[src/rtl/psum_pass_scheduler.sv]
// psum_pass_scheduler
//   Sequences the partial-sum accumulation memory across a layer. Each
//   (output tile, input tile) pair gets one accumulate pass:
//   START -> REQ (work order) -> WAIT_VALID (count batch+1 valids) -> DRAIN.
//   The drain wait lets the memory's add/write pipeline retire before the next
//   pass reads the same addresses. Host readback is gated off while busy.
//
// Optional build macro: PSUM_SCHED_STATS_EN adds stat_busy_cycles and
//   stat_stall_cycles, two saturating 32-bit counters.
//
// Ports
//   clk, reset          clock, synchronous active-high reset
//   go                  launch pulse, honoured only when idle
//   cfg_base/batch/out_tiles/in_tiles   layer configuration, latched on go
//   busy, done          layer in progress / one-cycle completion pulse
//   err_extra_valid     sticky: valid arrived when no pass was collecting
//   ps_start, ps_accumulate, ps_address_start, ps_batch   memory controls
//   ps_valid_in         partial-sum valid from the engine
//   tile_valid/ready, tile_out_idx, tile_in_idx            engine work order
//   host_s_en_in/host_s_en   host read enable, forced low while busy

module psum_pass_scheduler #(
  parameter int unsigned ADDR_W       = 11,
  parameter int unsigned BATCH_W      = 6,
  parameter int unsigned TILE_W       = 8,
  parameter int unsigned DRAIN_CYCLES = 16
) (
  input  logic               clk,
  input  logic               reset,
  input  logic               go,
  input  logic [ADDR_W-1:0]  cfg_base,
  input  logic [BATCH_W-1:0] cfg_batch,
  input  logic [TILE_W-1:0]  cfg_out_tiles,
  input  logic [TILE_W-1:0]  cfg_in_tiles,
  output logic               busy,
  output logic               done,
  output logic               err_extra_valid,
  output logic               ps_start,
  output logic               ps_accumulate,
  output logic [ADDR_W-1:0]  ps_address_start,
  output logic [BATCH_W-1:0] ps_batch,
  input  logic               ps_valid_in,
  output logic               tile_valid,
  input  logic               tile_ready,
  output logic [TILE_W-1:0]  tile_out_idx,
  output logic [TILE_W-1:0]  tile_in_idx,
  input  logic               host_s_en_in,
  output logic               host_s_en
`ifdef PSUM_SCHED_STATS_EN
  ,
  output logic [31:0]        stat_busy_cycles,
  output logic [31:0]        stat_stall_cycles
`endif
);

  localparam logic [2:0] IDLE       = 3'd0;
  localparam logic [2:0] START      = 3'd1;
  localparam logic [2:0] REQ        = 3'd2;
  localparam logic [2:0] WAIT_VALID = 3'd3;
  localparam logic [2:0] DRAIN      = 3'd4;
  localparam logic [2:0] FINISH     = 3'd5;

  localparam int unsigned DrainW = $clog2(DRAIN_CYCLES + 1);

  logic [2:0]         state_q;
  logic [TILE_W-1:0]  out_tiles_q, in_tiles_q, o_q, i_q;
  logic [BATCH_W-1:0] batch_q;
  logic [ADDR_W-1:0]  addr_q;
  logic               acc_q, err_q;
  logic [BATCH_W:0]   vcnt_q;
  logic [DrainW-1:0]  dcnt_q;

  logic               handshake, count_valid, collecting;
  logic [BATCH_W:0]   entries, vcnt_inc;
  logic [ADDR_W-1:0]  stride;
  logic [TILE_W:0]    i_next, o_next;

  always_comb begin
    handshake   = (state_q == REQ) && tile_ready;
    collecting  = (state_q == REQ) || (state_q == WAIT_VALID);
    // Valids count from the handshake cycle onward; earlier REQ cycles are ignored.
    count_valid = ps_valid_in && (handshake || (state_q == WAIT_VALID));
    entries     = {1'b0, batch_q} + 1'b1;
    vcnt_inc    = vcnt_q + {{BATCH_W{1'b0}}, count_valid};
    stride      = ADDR_W'(entries);
    i_next      = {1'b0, i_q} + 1'b1;
    o_next      = {1'b0, o_q} + 1'b1;
  end

  always_ff @(posedge clk) begin
    if (reset) begin
      state_q     <= IDLE;
      out_tiles_q <= '0;
      in_tiles_q  <= '0;
      o_q         <= '0;
      i_q         <= '0;
      batch_q     <= '0;
      addr_q      <= '0;
      acc_q       <= 1'b0;
      err_q       <= 1'b0;
      vcnt_q      <= '0;
      dcnt_q      <= '0;
    end else begin
      if (ps_valid_in && !collecting) begin
        err_q <= 1'b1;
      end
      case (state_q)
        IDLE: begin
          if (go) begin
            out_tiles_q <= cfg_out_tiles;
            in_tiles_q  <= cfg_in_tiles;
            batch_q     <= cfg_batch;
            addr_q      <= cfg_base;
            acc_q       <= 1'b0;
            o_q         <= '0;
            i_q         <= '0;
            err_q       <= 1'b0;  // overrides a same-cycle stray valid
            state_q     <= (cfg_out_tiles == '0 || cfg_in_tiles == '0) ? FINISH : START;
          end
        end
        START: begin
          vcnt_q  <= '0;
          state_q <= REQ;
        end
        REQ: begin
          if (tile_ready) begin
            vcnt_q <= vcnt_inc;
            if (vcnt_inc == entries) begin
              dcnt_q  <= DrainW'(DRAIN_CYCLES);
              state_q <= DRAIN;
            end else begin
              state_q <= WAIT_VALID;
            end
          end
        end
        WAIT_VALID: begin
          vcnt_q <= vcnt_inc;
          if (vcnt_inc == entries) begin
            dcnt_q  <= DrainW'(DRAIN_CYCLES);
            state_q <= DRAIN;
          end
        end
        DRAIN: begin
          // Counter is 1 on the last drain cycle, so DRAIN lasts DRAIN_CYCLES cycles.
          if (dcnt_q <= DrainW'(1)) begin
            if (i_next < {1'b0, in_tiles_q}) begin
              i_q     <= i_next[TILE_W-1:0];
              acc_q   <= 1'b1;
              state_q <= START;
            end else if (o_next < {1'b0, out_tiles_q}) begin
              i_q     <= '0;
              o_q     <= o_next[TILE_W-1:0];
              acc_q   <= 1'b0;
              // Running sum of base + o*(batch+1); wraps mod 2^ADDR_W.
              addr_q  <= addr_q + stride;
              state_q <= START;
            end else begin
              i_q     <= '0;
              state_q <= FINISH;
            end
          end else begin
            dcnt_q <= dcnt_q - 1'b1;
          end
        end
        FINISH:  state_q <= IDLE;
        default: state_q <= IDLE;
      endcase
    end
  end

  always_comb begin
    busy             = (state_q != IDLE);
    done             = (state_q == FINISH);
    ps_start         = (state_q == START);
    tile_valid       = (state_q == REQ);
    err_extra_valid  = err_q;
    ps_accumulate    = acc_q;
    ps_address_start = addr_q;
    ps_batch         = batch_q;
    tile_out_idx     = o_q;
    tile_in_idx      = i_q;
    host_s_en        = host_s_en_in && !busy;
  end

`ifdef PSUM_SCHED_STATS_EN
  always_ff @(posedge clk) begin
    if (reset || (state_q == IDLE && go)) begin
      stat_busy_cycles  <= '0;
      stat_stall_cycles <= '0;
    end else begin
      if (busy && !(&stat_busy_cycles)) begin
        stat_busy_cycles <= stat_busy_cycles + 32'd1;
      end
      if (state_q == REQ && !tile_ready && !(&stat_stall_cycles)) begin
        stat_stall_cycles <= stat_stall_cycles + 32'd1;
      end
    end
  end
`else
  // Statistics counters are not built in this configuration.
`endif

endmodule

[config.mk]
export PLATFORM = sky130hd
export DESIGN_NAME = psum_pass_scheduler
export DESIGN_NICKNAME = d
export VERILOG_FILES = /design/src/rtl/psum_pass_scheduler.sv
export SDC_FILE = /design/constraint.sdc
export NUM_CORES = 1
export LEC_CHECK = 0
export CORE_MARGIN = 5
export CORE_UTILIZATION = 53
export DETAILED_ROUTE_END_ITERATION = 12
export PLACE_DENSITY = 0.86
export SYNTH_ARGS = -nofsm -noshare
export SYNTH_HDL_FRONTEND = slang
export SYNTH_SLANG_ARGS = --single-unit
[constraint.sdc]
create_clock -name clk -period 3.5 [get_ports clk]
set_clock_uncertainty 0.1 [all_clocks]
set_input_delay 0.525 -clock clk [delete_from_list [all_inputs] [get_ports clk]]
set_output_delay 0.525 -clock clk [all_outputs]
set_load 0.01 [all_outputs]
==> flow_summary_export.csv <==
group,metric,value,unit
status,run_status,"completed",
route,drc,0,
placed_design,io_buffers,78,
timing,max_slew.worst_pin.slew,1154,ps
global_routing,grt_max_degree,65,
die,start_util,0.5466,
power_and_ir_drop,seqPwrFrac,0.391,
critical_path,required,3670,ps
final_layout,final_nets,681,
timing,fin_crit_sh,0.9445,
synthesis,syn_area,4245,µm²
final_layout,final_cell_mix,"89 x nand2_1, 77 x clkdlybuf4s50_1, 66 x dfxtp_1",
synthesis,syn_inst,537,
route,via_per_inst,5.758,
final_layout,drive_above_1_share,0.07282,
route,wirelength,11.08,mm
power_and_ir_drop,p_per_area,409.9,nW/µm²
die,fp.dieW,99.50,µm
clock_tree,cts_setup_buffers,0,
route,wl_per_cell,15.39,µm
clock_tree,cts_tree,"yes",
final_layout,final_common_cell,"nand2_1",
timing,hold_violations,0,
clock_tree,cts_resized,0,
critical_path,crit_chain,"nand3_1, or2_2, inv_1, nand3_1, xnor2_1, ha_1, a21boi_0, a311oi_4, a211oi_4, buf_4, nand2_2, or4_1, a31oi_1",
synthesis,synth.avg_cell_area,7.906,µm²
die,ios,79,
power_and_ir_drop,internal_power,1.483,mW
final_layout,area_growth_syn_to_layout,25.61,%
placed_design,hpwl,8.165,mm
placed_design,dp_slack,29.45,ps
critical_path,worstPathMaxFanout,6,
critical_path,crit_family,"simple AND/OR/NAND/NOR gates",
synthesis,yosysSeqAreaShare,0.3112,
route,num_vias,4146,
die,chipHeight,99.50,µm
route,drt-initial-drc-count,233,
clock_tree,clk_pin_slew_worst_paths,80,ps
die,row_count,32,
global_routing,grt_pass1_vias,3961,
timing,fmax,302.5,MHz
route,ant_nets,0,
timing,maxSlewViolCount,0,
power_and_ir_drop,p_leak,2.113,nW
critical_path,cp_slowest_cell,"dfxtp_1",
clock_tree,h-tree-depth,3,
critical_path,cp_common_cell,"nand3_1",
critical_path,crit_buf_inv,2,
flow_run,maxCapViolCount,0,
final_layout,fin_util,0.6865,
route,dr.pass1.iters,5,
critical_path,slowest_delay,430,ps
timing,timing.final.ws_setup,194.2,ps
synthesis,async_flop_share,0,
synthesis,syn_nets,605,
min_path,hp-class,"reg2reg",
clock_tree,numCtsBuffers,9,
placed_design,place.gp.congestion,0.8767,
clock_tree,worstSkewPairLatency,350,ps
synthesis,synth_seq_cells,66,
power_and_ir_drop,peakVddDrop,0.2445,mV
timing,fin_crit,3306,ps
global_routing,grt_antenna_before_repair,0,
power_and_ir_drop,p_clk_frac,0.326,
global_routing,grt-ovfl-total,0,
timing,setup_violations,0,
clock_tree,cts_sinks,66,
final_layout,diodes,0,
global_routing,grt_pass1_wl,18.17,mm
clock_tree,cts_root_buffer,"clkbuf_8",
die,core_region_area,7767,µm²
timing,slew_headroom,0.2305,
global_routing,track_usage,0.2233,
synthesis,netlist-cell-type-count,68,
die,dieArea,9900,µm²
power_and_ir_drop,netSwitchingPower,0.7027,mW
final_layout,fill_cells,614,
synthesis,yosys_warnings,0,
power_and_ir_drop,p_sw_frac,0.3215,
clock_tree,clockBufferDepth,2,
critical_path,startpoint_type,"register",
power_and_ir_drop,power.total,2.186,mW
critical_path,path_class,"reg2reg",
synthesis,synth_ff_type,"dfxtp_1",
power_and_ir_drop,power_frac_comb,0.283,
placed_design,placed_cells,704,
synthesis,synth_edf_count,0,
critical_path,arrival,3470,ps
final_layout,instances_no_fill,720,
critical_path,endpoint_kind,"register",
clock_tree,ctsHoldBuffers,0,
-- power groups by stage --
stage	Sequential, mW	Combinational (mW)	Clock, mW
2_1_floorplan	0.866	0.385	0
3_3_place_gp	0.868	0.591	0
3_5_place_dp	0.871	0.608	0
4_1_cts	0.854	0.617	0.720
5_1_grt	0.863	0.680	0.756
6_report	0.856	0.618	0.713
-- sequential cells by signal, summed over array words and instances, names as in the netlist --
register,flops
ps_batch,6
tile_in_idx,8
out_tiles_q,8
ps_address_start,11
state_q,3
vcnt_q,7
tile_out_idx,8
ps_accumulate,1
dcnt_q,5
in_tiles_q,8
err_extra_valid,1
-- tightest hold or removal path: cells and delay by family, from the launching register on --
| kind | cells | cell delay (ps) |
|---|---|---|
| AOI/OAI and AO/OA | 1 | 50 |
| and+or+nand+nor | 1 | 50 |
| DFF | 1 | 310 |
-- worst paths after layout --
check                                      to  cells past startpoint  slack, ps                         from
max reg2reg  ps_address_start[9]$_SDFFE_PP0P_                     13        190  tile_in_idx[0]$_SDFFE_PP0P_
max          ps_address_start[9]$_SDFFE_PP0P_                     13        190  tile_in_idx[0]$_SDFFE_PP0P_
min               out_tiles_q[3]$_SDFFE_PP0P_                      2        360  out_tiles_q[3]$_SDFFE_PP0P_
min reg2reg       out_tiles_q[3]$_SDFFE_PP0P_                      2        360  out_tiles_q[3]$_SDFFE_PP0P_
-- metrics by stage --
stage | hold WS [ps] | TNS, ps | cell area, µm²
global route | 381.3 | -13.13 | 5333
detailed placement | 348.2 | 0 | 5109
CTS | 359.1 | 0 | 5326
global placement | 344.9 | 0 | 5109
finish | 357.2 | 0 | 5333
floorplan | 336.2 | 0 | 4245
-- cell usage after synthesis (all sizes together) (6+ instances only) --
library cell,count,area (µm²)
dfxtp,66,1321
or2,7,43.79
nand4,7,43.79
inv,24,90.09
nor3,12,60.06
xor2,14,122.6
mux2i,9,90.09
a21o,6,45.04
nor2,49,205.2
a21oi,63,330.3
nand2,91,351.6
o21ai,16,83.83
nand3,20,117.6
buf,6,57.55
xnor2,23,201.4
nand2b,8,52.55
nor4,7,43.79
nor2b,8,50.05
clkbuf,16,60.06
ha,28,350.3
-- cells by family (layout without fill, tap and decap cells) --
group                      Yosys count  after routing  synth area share
and+or+nand+nor                    229            229            0.2650
AOI/OAI and AO/OA                  117            117            0.1754
DFF                                 66             66            0.3112
buffers and inverters               48            129           0.05305
xor gates and xnor gates            39             39           0.08694
adders and majority gates           29             29           0.08724
muxes                                9              9           0.02122
-- area by class of cell --
| class | count | area (µm²) | share of cell area |
|---|---|---|---|
| multi-input cells | 423 | 2705 | 0.5073 |
| clock buffers | 10 | 127.6 | 0.02393 |
| clock inverters | 6 | 90.09 | 0.01689 |
| well taps | 102 | 127.6 | 0.02393 |
| flip-flops and latches | 66 | 1321 | 0.2478 |
| inverters | 24 | 90.09 | 0.01689 |
| repair buffers | 89 | 870.8 | 0.1633 |
-- layer usage --
metal / part of all wire / track usage / vias to the layer above
li1: - / - / 2023
met1: 0.42 / 0.2735 / 1971
met2: 0.50 / 0.3900 / 126
met3: 0.057 / 0.03647 / 26
met4: 0.023 / 0.08718 / 0
met5: 0 / 0 / -
(Power assumes the default switching activity.)
